### src/rtl/mux_rrb.sv
// Registered N:1 arbiter/mux: picks one requesting channel per cycle (fixed priority
// or round-robin), captures its data and one-hot grant in an output register.
module mux_rrb #(
  parameter type DAT_T = logic [8-1:0],
  parameter int  WIDTH = 16,
  parameter int  MODE  = 1
) (
  input  logic             clk,
  input  logic             rst_n,
  input  logic [WIDTH-1:0] req_vld,
  output logic [WIDTH-1:0] req_rdy,
  input  DAT_T [WIDTH-1:0] ary,
  output logic             vld,
  input  logic             rdy,
  output DAT_T             dat,
  output logic [WIDTH-1:0] oht
);

  localparam int IW = (WIDTH > 1) ? $clog2(WIDTH) : 1;

  logic             load_s;
  logic             any_s;
  logic [IW-1:0]    idx_s;
  logic [WIDTH-1:0] gnt_s;
  logic [IW-1:0]    ptr_s;
  logic             xfer_s;

  logic             vld_r;
  DAT_T             dat_r;
  logic [WIDTH-1:0] oht_r;

  // First set index of v scanning upward from start, wrapping past WIDTH-1.
  function automatic logic [IW-1:0] pick_idx(input logic [WIDTH-1:0] v,
                                             input logic [IW-1:0]    start);
    logic [IW-1:0] r;
    logic [IW-1:0] j;
    logic [IW:0]   s;
    logic          hit;
    r   = '0;
    hit = 1'b0;
    for (int k = 0; k < WIDTH; k++) begin
      s = {1'b0, start} + (IW+1)'(k);
      if (s >= (IW+1)'(WIDTH)) begin
        s = s - (IW+1)'(WIDTH);
      end else begin
        s = s;
      end
      j = s[IW-1:0];
      if (!hit && v[j]) begin
        hit = 1'b1;
        r   = j;
      end else begin
        hit = hit;
      end
    end
    return r;
  endfunction

  // Grant selection and upstream handshake.
  always_comb begin
    load_s  = ~vld_r | rdy;
    any_s   = |req_vld;
    idx_s   = pick_idx(req_vld, ptr_s);
    gnt_s   = '0;
    req_rdy = '0;
    if (any_s) begin
      gnt_s = WIDTH'(1'b1) << idx_s;
    end else begin
      gnt_s = '0;
    end
    if (load_s && rst_n) begin
      req_rdy = gnt_s;
    end else begin
      req_rdy = '0;
    end
    xfer_s = |(req_vld & req_rdy);
  end

  // Output register: load a new item, drain to empty, or hold under backpressure.
  always_ff @(posedge clk) begin
    if (!rst_n) begin
      vld_r <= 1'b0;
      dat_r <= '0;
      oht_r <= '0;
    end else if (load_s) begin
      if (any_s) begin
        vld_r <= 1'b1;
        dat_r <= ary[idx_s];
        oht_r <= gnt_s;
      end else begin
        vld_r <= 1'b0;
      end
    end
  end

  generate
    if (MODE == 1) begin : g_rr
      logic [IW-1:0] ptr_r;
      logic [IW-1:0] ptr_nxt_s;

      // Pointer advances to the slot just past the winner so it gets lowest priority next.
      always_comb begin
        if (idx_s == IW'(WIDTH - 1)) begin
          ptr_nxt_s = '0;
        end else begin
          ptr_nxt_s = idx_s + IW'(1);
        end
      end

      // Round-robin pointer register.
      always_ff @(posedge clk) begin
        if (!rst_n) begin
          ptr_r <= '0;
        end else if (xfer_s) begin
          ptr_r <= ptr_nxt_s;
        end
      end

      assign ptr_s = ptr_r;
    end else begin : g_fixed
      assign ptr_s = '0;
    end
  endgenerate

  assign vld = vld_r;
  assign dat = dat_r;
  assign oht = oht_r;

endmodule

### config.mk
export PLATFORM = sky130hd
export DESIGN_NAME = mux_rrb
export DESIGN_NICKNAME = d
export VERILOG_FILES = /design/src/rtl/mux_rrb.sv
export SDC_FILE = /design/constraint.sdc
export NUM_CORES = 1
export LEC_CHECK = 0
export ABC_AREA = 1
export CORE_MARGIN = 4
export CORE_UTILIZATION = 41
export CTS_CLUSTER_SIZE = 25
export DETAILED_ROUTE_END_ITERATION = 10
export DONT_BUFFER_PORTS = 1
export GPL_ROUTABILITY_DRIVEN = 1
export PLACE_DENSITY = 0.55
export SLEW_MARGIN = 20
export SYNTH_ARGS = -nofsm -noshare
export SYNTH_HDL_FRONTEND = slang
export SYNTH_SLANG_ARGS = --single-unit
### constraint.sdc
create_clock -name clk -period 5.35 [get_ports clk]
set_input_delay 0.8025 -clock clk [delete_from_list [all_inputs] [get_ports clk]]
set_output_delay 0.8025 -clock clk [all_outputs]
set_load 0.03 [all_outputs]
# Word-level counts from Yosys, hierarchy flattened
# Index checks and enable logic that the tools add are counted.
[totals]
regBits = 29
latch_bits = 0
ram_bits = 0
mem_bits_ro = 0
input_bits = 147
output_inout_bits = 41
word_cells = 193
mem_count = 0
[classes]
n_addsub = 32
multipliers = 0
n_div = 0
order_cmp = 33
eq_ne = 1
n_shift = 1
n_mux = 85
bitwise = 3
reduce_logical = 34
[ops]
columns = ["op", "count"]
rows = [
  ["$mux W4", 33],
  ["$lt A4 B5 Y1 const B", 17],
  ["$ge A5 B5 Y1 const B", 15],
  ["$bmux W1 S4", 16],
  ["$sub A4 B1 Y4 const B", 16],
  ["$add A4 B4 Y5 const B", 8],
  ["$bmux W8 S4", 1],
  ["$mux W1", 32],
  ["$mux W16", 2],
  ["$reduce_or A16 Y1", 2],
  ["$add A4 B3 Y5 const B", 4],
  ["$and A16 B16 Y16", 1],
  ["$logic_and A1 B1 Y1", 16],
  ["$shl A1 B4 Y16 const A", 1],
  ["$logic_not A1 Y1", 15],
  ["$add A4 B2 Y5 const B", 2],
  ["$mux W8", 1],
  ["$add A4 B1 Y5 const B", 1],
  ["$ge A4 B5 Y1 const B", 1],
  ["$add A4 B1 Y4 const B", 1],
  ["$eq A4 B4 Y1 const B", 1],
  ["$reduce_and A2 Y1", 1],
  ["$not A1 Y1", 1],
  ["$or A1 B1 Y1", 1],
]

# Depth between registers and ports, before layout
# Gate-level depths: netlist (run 1).
[logic_depth]
depth_word = 55
depth_mapped = 37
depth_no_buf = 33

# Least setup slack after synthesis (run 1)
# No wires, ideal clock.
[synth_path]
path_kind = "register to output"
startpoint = "reg g_rr.ptr_r[1]"
endpoint = "out req_rdy[7]"
arrival_ps = 4163
required_ps = 4548
slack_ps = 384
path_stages_with_launch = 25
path_buffers = 3
path_cell_list = "dfxtp_1 -> inv_1 -> buf_2 -> ha_1 -> inv_1 -> clkbuf_4 -> nand3_1 -> nand3_1 -> nand2_1 -> nand2_1 -> nand2_2 -> nor2_4 -> nand4_4 -> nor2_8 -> nand4_4 -> nor2_8 -> nand4_4 -> nor2_4 -> nand3_1 -> nand4_4 -> clkbuf_1 -> ha_1 -> ha_1 -> nand2_1 -> nor2_1"
[synth_between]
elab_chain_len = 53
word_cells_on_any_way = 159
cone_classes = "31 x add/sub; 16 x order compare; 1 x shift; 81 x mux; 30 x reduce/logical"
[synth_rtl]
columns = ["element", "line_no", "rtl"]
rows = [
  ["start: declaration", "98", "logic [IW-1:0] ptr_r;"],
  ["start signal: assignment", "115", "ptr_r <= ptr_nxt_s;"],
  ["parallel branches: the longest is 49 deep, another holds $add A4 B1 Y5", "-", ""],
  ["$mux W4 *", "49", "if (!hit && v[j]) begin"],
  ["$shl A1 B4 Y16 *", "67", "gnt_s = WIDTH'(1'b1) << idx_s;"],
  ["$mux W16 *", "66", "if (any_s) begin"],
  ["$mux W16 *", "71", "if (load_s && rst_n) begin"],
  ["end: declaration", "11", "output logic [WIDTH-1:0] req_rdy,"],
]
# Mark *: on every way between the ends. The select of a mux whose other input is x is not followed.

# Final worst setup path (run 1)
[layout_path]
startpoint = "reg g_rr.ptr_r[0]"
endpoint = "out req_rdy[5]"
# The elaborated chain is that of the path after synthesis.

==> flow_metrics.py, run 1 <==
metrics = {
    "status": {
        "outcome": "completed",
    },
    "clocking": {
        "holdBufCountCts": 0,
        "h-tree-depth": 2,
        "cts_tree": "built",
        "insertion_delay_ns": 0.27,
        "cts_sinks": 29,
        "clk_pin_slew_ns": 0.05,
        "root_buffer": "clkbuf_16",
        "clock_path_buffers": 2,
        "cts_inserted_buffers": 5,
    },
    "synth": {
        "yosysSeqAreaShare": 0.125,
        "ys_ff_latch": 29,
        "synth_edf_count": 0,
        "yosysWarningCount": 0,
        "syn_inst": 878,
        "syn_area_um2": 4660,
        "ys_types": 40,
        "async_reset_ff_frac": 0,
        "avgSynthCellArea_um2": 5.31,
        "syn_nets": 1034,
        "synthFlopType": "dfxtp_1",
    },
    "route": {
        "vias": 5681,
        "drt-initial-drc-count": 513,
        "ant_nets": 0,
        "wl_mm": 17.6,
        "routedWlPerCell_um": 17.3,
        "first_pass_iters": 5,
        "vias_per_cell": 5.59,
        "drcViolationCount": 0,
    },
    "place": {
        "hpwl_mm": 14.5,
        "place_congestion": 0.926,
        "port_buffers": 0,
        "dp.cells": 1010,
    },
    "setup_path": {
        "r2r_start": "g_rr.ptr_r[0]",
        "crit_start": "g_rr.ptr_r[0]",
        "startpoint_type": "flop",
        "worstPathArrival_ns": 4.20,
        "cp-end-kind": "output port",
        "path_class": "reg -> out",
        "required_ns": 4.55,
        "cp_slowest_stage_delay_ns": 0.40,
        "reg2reg_to": "g_rr.ptr_r[1]",
        "path_max_fanout": 37,
        "cpMaxStageDelayCell": "dfxtp_1",
        "endpoint": "req_rdy[5]",
        "ff2ff_path_depth": 30,
        "reg2reg_slack_ns": 0.74,
    },
    "global_routing": {
        "use_met1": 0.343,
        "grt_max_degree": 38,
        "antenna_found_initial": 1,
        "grt_pass1_vias": 5254,
        "grt_pass1_wl_mm": 27.0,
        "grt.total_usage": 0.257,
        "grt_overflow": 0,
        "use_met2": 0.426,
        "grt_use_met3": 0.0418,
        "busiest_layer": "met2",
    },
    "timing": {
        "final_hold_viol_count": 0,
        "slew_headroom": 0.486,
        "finalCriticalPeriod_ns": 5.00,
        "period_share": 0.935,
        "tightest_slew_ns": 0.762,
        "finalSetupTns_ns": 0,
        "setup_viol": 0,
        "max_freq_mhz": 200,
        "skew_ns": 0.00465,
        "rsz0062_at_grt": "no",
        "slew_viol_final": 0,
    },
    "cells_and_area": {
        "final_layout_size_suffix_gt1_frac": 0.124,
        "final_nets": 1033,
        "fillers": 1212,
        "multi_input_area_um2": 3550,
        "area_growth_pct": 7.60,
        "instances_no_fill": 1017,
        "n_antenna_cell": 0,
        "regArea_um2": 582,
    },
    "flow_run": {
        "drv_cap": 0,
    },
    "floorplanning": {
        "start_util": 0.424,
        "die_w_um": 115,
        "io-pin-count": 188,
        "die_area_um2": 13100,
        "fp.coreArea_um2": 11000,
        "die_h_um": 115,
        "row_count": 38,
    },
    "hold_path": {
        "worstHoldStart": "oht[12]",
        "hp-class": "reg -> reg",
    },
}
-- state kept, by name, summed over array words and instances (netlist names) --
register    cells
dat             8
oht            16
vld             1
g_rr.ptr_r      4
-- kinds of logic (layout without fill, tap and decap cells) --
logic type	count (synthesis)	in the layout	synth area share
DFF	29	29	0.125
AOI/OAI and AO/OA	40	40	0.0529
xor gates and xnor gates	9	9	0.0185
buffers and inverters	122	121	0.120
adders and majority gates	9	9	0.0242
and+or+nand+nor	669	669	0.660
-- stage by stage --
step	worst slack (ns)	hold slack, ns	utilization	area (um2)
after floorplan	0.384	0.599	-	4660
after global placement	0.497	0.616	0.438	4820
after detailed placement	0.401	0.620	0.438	4820
after CTS	0.101	0.628	0.453	4980
after global routing	0.0227	0.642	0.456	5010
final	0.347	0.629	0.456	5010
-- worst min path at each step --
stage / end / slack [ns] / cells after the start
global placement: oht[9] / 0.62 / 2
CTS: oht[12] / 0.63 / 2
floorplan: oht[13] / 0.60 / 2
finish: oht[12] / 0.63 / 2
global route: oht[10] / 0.64 / 2
detailed placement: oht[12] / 0.62 / 2
-- area by class of cell --
cell class | count | area share
multi-input combinational | 727 | 0.708
sequential | 29 | 0.116
inverter | 86 | 0.0659
timing repair buffer | 28 | 0.0434
tap | 140 | 0.0349
clock buffer | 5 | 0.0250
clock inverter | 2 | 0.00699
-- cell usage in the layout, fill, tap and decap left out, types with 2 or more instances in the layout --
master / instances
a21oi_1: 10
a31o_2: 7
buf_4: 27
clkbuf_16: 5
clkinv_1: 3
dfxtp_1: 28
ha_1: 9
inv_1: 71
inv_2: 10
nand2_1: 341
nand2_2: 18
nand2_4: 6
nand3_1: 143
nand3_2: 6
nand4_1: 39
nand4_4: 4
nor2_1: 88
nor2_2: 10
nor2_4: 5
nor2_8: 2
nor3_1: 3
nor4_1: 3
o211ai_1: 2
o21ai_0: 11
o21ai_1: 5
xnor2_1: 2
xor2_1: 5
xor2_2: 2
-- cells in the mapped netlist, types with 2 or more instances --
cell type	n	area (um2)
clkbuf_1	9	33.8
nand3_2	6	60.1
buf_2	13	65.1
nand2_2	18	113
o211ai_1	2	15.0
dfxtp_1	29	581
nor2_1	92	345
clkbuf_4	3	22.5
nor4_1	3	18.8
o21ai_0	12	60.1
ha_1	9	113
inv_1	72	270
nand3_1	143	716
xnor2_1	2	17.5
clkinv_1	3	11.3
nor3_1	3	15.0
xor2_1	6	52.6
nand4_4	4	85.1
nand2_1	341	1280
nand4_1	39	244
buf_6	3	33.8
nor2_2	8	50.1
a31o_2	7	61.3
nor2_4	3	33.8
nand2_4	6	67.6
buf_4	7	52.6
nor2_8	2	40.0
o21ai_1	4	20.0
a21oi_1	10	50.1
inv_2	9	33.8
-- repair_timing --
item | in CTS | in global routing
buffers inserted | 0 | 0
gates resized for setup | 0 | 12
endpoints found under the setup margin | 0 | 16
-- critical path: cells and delay by family, from the launching register on --
family | cells | cell delay (ns)
simple gates | 19 | 2.39
fa+ha+maj | 1 | 0.31
buf+inv | 5 | 0.81
flops | 1 | 0.40
-- layer usage --
metal	vias up	routed length [um]
met4	2	405
met3	28	1250
met1	2571	7580
met2	249	8400
met5	-	13
li1	2831	-
Power of run 1 is not shown: default switching activity piles up to over one toggle a cycle in this logic, so the estimate is an artifact.
==> run 2: changes to the inputs <==
PLACE_DENSITY = 0.63   (was 0.55)
REMOVE_ABC_BUFFERS = 1   (was unset)
==> run 2 against run 1 <==
Global-route usage fell by 1.7 points. Non-clock buffer count is 6 lower. Routed wire length down 7.3%. Cell count fell by 0.59%. Fmax decreased by 0.26%. Design area fell by 1.3%. First-iteration DRC count rose by 2.7%. Sequential share of layout area grew 0.13 points. Critical path depth is 3 lower. Die area did not move. Worst setup slack lost 0.013 ns. Register-to-register slack better by 0.05 ns. Largest cell class unchanged.
==> flow_metrics.py, run 2 (synthesis results as in run 1) <==
metrics = {
    "setup_path": {
        "worstPathArrival_ns": 4.21,
        "startpoint_type": "flop",
        "required_ns": 4.55,
        "reg2reg_slack_ns": 0.79,
        "path_class": "reg -> out",
        "path_max_fanout": 19,
        "cp-end-kind": "output port",
    },
    "cells_and_area": {
        "n_antenna_cell": 0,
        "largest_reg_flops": 16,
        "final_common_cell": "nand2_1",
        "fillers": 1197,
        "layout_common_cells": "nand2_1 (341), nand3_1 (143), nor2_1 (89), inv_1 (70), nand4_1 (39)",
        "instances_no_fill": 1011,
        "finalInstanceArea_um2": 4950,
        "final_nets": 1027,
        "area_growth_pct": 6.20,
        "final_layout_size_suffix_gt1_frac": 0.117,
    },
    "clocking": {
        "insertion_delay_ns": 0.28,
        "cts_tree": "built",
        "post_cts_buffers": 0,
        "clock_path_buffers": 2,
        "cts_sinks": 29,
        "clk_pin_slew_ns": 0.05,
        "h-tree-depth": 2,
        "root_buffer": "clkbuf_16",
        "cts_inserted_buffers": 5,
    },
    "timing": {
        "final_hold_viol_count": 0,
        "slew_headroom": 0.623,
        "finalSetupTns_ns": 0,
        "slew_viol_final": 0,
        "skew_ns": 0.00371,
        "fin_ws_ns": 0.334,
        "max_freq_mhz": 199,
        "finalCriticalPeriod_ns": 5.02,
        "rsz0062_at_grt": "no",
        "period_share": 0.938,
        "setup_viol": 0,
        "tightest_slew_ns": 0.560,
    },
    "global_routing": {
        "grt_overflow": 0,
        "grt.total_usage": 0.239,
        "antenna_found_initial": 0,
        "grt_pass1_wl_mm": 25.9,
        "grt_pass1_vias": 5119,
        "grt_max_degree": 37,
    },
    "place": {
        "dp_worst_setup_slack_ns": 0.362,
        "hpwl_mm": 13.0,
        "dp.cells": 1004,
        "port_buffers": 0,
        "place_congestion": 0.937,
        "detailed_place.area_um2": 4770,
    },
    "route": {
        "drt-initial-drc-count": 527,
        "routedWlPerCell_um": 16.2,
        "drcViolationCount": 0,
        "ant_nets": 0,
        "wl_mm": 16.4,
        "first_pass_iters": 5,
        "vias_per_cell": 5.59,
        "vias": 5647,
    },
    "floorplanning": {
        "row_count": 38,
        "die_w_um": 115,
        "die_area_um2": 13100,
        "die_h_um": 115,
        "start_util": 0.424,
        "fp.coreArea_um2": 11000,
        "io-pin-count": 188,
    },
    "flow_run": {
        "drv_cap": 0,
    },
    "status": {
        "outcome": "completed",
    },
    "hold_path": {
        "hp-class": "reg -> reg",
    },
}
## run 2: through the flow
| step | hold slack (ns) | utilization |
|---|---|---|
| 6_report | 0.632 | 0.450 |
| 5_1_grt | 0.653 | 0.450 |
| 4_1_cts | 0.630 | 0.447 |
| 3_5_place_dp | 0.621 | 0.434 |
| 3_3_place_gp | 0.615 | 0.434 |
| 2_1_floorplan | 0.600 | - |
## run 2: worst paths after layout
path,start,endpoint,cells after the start
worst max-delay path,g_rr.ptr_r[1],req_rdy[2],22
worst min-delay path,oht[12],oht[12],2
worst max register to register,g_rr.ptr_r[1],g_rr.ptr_r[1],32
worst min register to register,oht[12],oht[12],2
## run 2: critical path, stage by stage, from the launching register on
cell,delay [ns]
dfxtp_1,0.32
inv_1,0.13
ha_1,0.38
buf_4,0.25
nand3_1,0.16
nand3_1,0.15
nand2_2,0.07
nand2_1,0.06
nand2_2,0.10
nor2_4,0.17
nand4_4,0.15
nor2_8,0.17
nand4_4,0.12
nor2_8,0.18
nand4_4,0.12
nor2_4,0.14
nand3_1,0.16
nand4_4,0.15
buf_4,0.26
nand2_1,0.15
nor2_1,0.15
nand2_1,0.13
inv_1,0.27
## run 2: routing by layer
layer	global-route usage	share of wire	vias to the layer above
li1	-	-	2817
met1	0.326	0.44	2531
met2	0.387	0.46	275
met3	0.0502	0.095	24
met4	0.0538	0.013	0
met5	0	0	-
## run 2: cell type report
cell class | count | area (um2) | area share
timing repair buffer | 22 | 165 | 0.0334
sequential | 29 | 581 | 0.117
multi-input combinational | 727 | 3550 | 0.717
clock buffer | 7 | 143 | 0.0288
inverter | 86 | 337 | 0.0680
tap | 140 | 175 | 0.0354
## run 2: what timing repair did
action	CTS	global route
hold buffers	0	0
endpoints found under the setup margin	0	20
resized for setup	0	9
Power of run 2 is left out for the same reason.
==> run 3: changes to the inputs <==
CORE_ASPECT_RATIO = 1.2   (was unset)
==> run 3 against run 2 <==
Sequential cell count did not move. Register-to-register slack improved by 0.07 ns. Via count fell by 0.23%. Critical path depth did not move. Clock skew fell by 0.0017 ns. Fmax rose by 0.58%. Design area rose by 1.3%. Cell count rose by 1.7%. Utilization rose by 0.17 points.
==> flow_metrics.py, run 3 (synthesis results as in run 1) <==
metrics = {
    "timing": {
        "final_hold_viol_count": 0,
        "slew_headroom": 0.565,
        "setup_viol": 0,
        "max_freq_mhz": 201,
        "period_share": 0.932,
        "finalCriticalPeriod_ns": 4.99,
        "tightest_slew_ns": 0.650,
        "rsz0062_at_grt": "no",
        "finalSetupTns_ns": 0,
        "slew_viol_final": 0,
        "skew_ns": 0.00205,
    },
    "route": {
        "vias_per_cell": 5.48,
        "first_pass_iters": 5,
        "ant_nets": 0,
        "drcViolationCount": 0,
        "wl_mm": 16.3,
        "routedWlPerCell_um": 15.9,
        "vias": 5634,
        "drt-initial-drc-count": 411,
    },
    "setup_path": {
        "cp_slowest_stage_delay_ns": 0.55,
        "path_delay_family": "simple AND/OR/NAND/NOR gates",
        "r2r_start": "g_rr.ptr_r[1]",
        "required_ns": 4.55,
        "ff2ff_path_depth": 30,
        "worstPathArrival_ns": 4.18,
        "cpMaxStageDelayCell": "nor2_1",
        "cp_cell_sequence": "buf_4, ha_1, nand2_1, xor2_1, inv_1, nand2_1, nand2_2, nor2_4, nand4_4, nor2_8, nand4_4, nor2_8, nand4_4, nor2_4, nand2_1, nand2_1, inv_2, nand2_4, nand2_4, nand2_4, nand2_1, nor2_1",
        "crit_start": "g_rr.ptr_r[1]",
        "path_class": "reg -> out",
        "cp_common_cell": "nand2_1",
        "cp-end-kind": "output port",
        "startpoint_type": "flop",
        "reg2reg_to": "g_rr.ptr_r[0]",
        "reg2reg_slack_ns": 0.86,
        "path_max_fanout": 27,
        "crit_buf_inv": 3,
    },
    "global_routing": {
        "grt.total_usage": 0.239,
        "grt_pass1_wl_mm": 26.4,
        "busiest_layer": "met2",
        "grt_max_degree": 32,
        "use_met2": 0.432,
        "antenna_found_initial": 0,
        "grt_overflow": 0,
        "use_met1": 0.284,
        "grt_use_met3": 0.0441,
        "grt_pass1_vias": 5348,
    },
    "floorplanning": {
        "die_h_um": 125,
        "die_w_um": 105,
        "die_area_um2": 13100,
        "row_count": 42,
        "fp.coreArea_um2": 11100,
        "io-pin-count": 188,
        "start_util": 0.420,
    },
    "hold_path": {
        "hp-class": "reg -> reg",
        "whs_path_depth": 2,
        "worstHoldStart": "oht[9]",
        "hold_end": "oht[9]",
    },
    "cells_and_area": {
        "area_growth_pct": 7.63,
        "final_layout_size_suffix_gt1_frac": 0.117,
        "largest_reg_flops": 16,
        "n_antenna_cell": 0,
        "final_common_cell": "nand2_1",
        "final_nets": 1029,
        "layout_common_cells": "nand2_1 (341), nand3_1 (143), nor2_1 (90), inv_1 (71), nand4_1 (39)",
    },
    "clocking": {
        "insertion_delay_ns": 0.27,
        "root_buffer": "clkbuf_16",
        "post_cts_buffers": 0,
        "cts_inserted_buffers": 5,
        "h-tree-depth": 2,
        "cts_tree": "built",
        "cts_resized": 0,
        "clk_pin_slew_ns": 0.05,
        "clock_path_buffers": 2,
        "cts_sinks": 29,
        "holdBufCountCts": 0,
    },
    "place": {
        "hpwl_mm": 13.2,
        "port_buffers": 0,
        "place_congestion": 0.943,
    },
    "status": {
        "outcome": "completed",
    },
    "flow_run": {
        "drv_cap": 0,
    },
}
run 3: metal layers:
metal	vias up	wire length, um
li1	2819	-
met1	2532	6280
met2	249	8260
met3	34	1330
met4	0	440
met5	-	0
run 3: how the worst max path moves through the flow:
stage	to	slack, ns	depth (start not counted)
2_1_floorplan	req_rdy[5]	-0.55	23
3_3_place_gp	req_rdy[5]	0.45	23
3_5_place_dp	req_rdy[5]	0.37	23
4_1_cts	req_rdy[5]	0.06	23
5_1_grt	req_rdy[4]	0.01	22
6_report	req_rdy[4]	0.36	22
run 3: per-stage QoR:
step,hold WS [ns],cell area (um2),cells,util,setup WS (ns)
2_1_floorplan,0.600,4430,842,-,-0.553
3_3_place_gp,0.621,4800,1020,0.433,0.449
3_5_place_dp,0.621,4800,1020,0.433,0.367
4_1_cts,0.631,4980,1028,0.449,0.0644
5_1_grt,0.649,5010,1028,0.452,0.0126
6_report,0.623,5010,1028,0.452,0.363
run 3: cell type report:
class	instances	area [um2]
multi-input combinational	727	3550
clock buffer	7	143
clock inverter	1	30.0
fill	1228	6070
tap	154	193
inverter	86	337
timing repair buffer	24	184
sequential	29	581
run 3: tightest hold or removal path: stages, from the launching register on:
cell     delay [ns]
dfxtp_1        0.40
nand3_1        0.13
nand2_1        0.05
Power of run 3 is left out for the same reason.
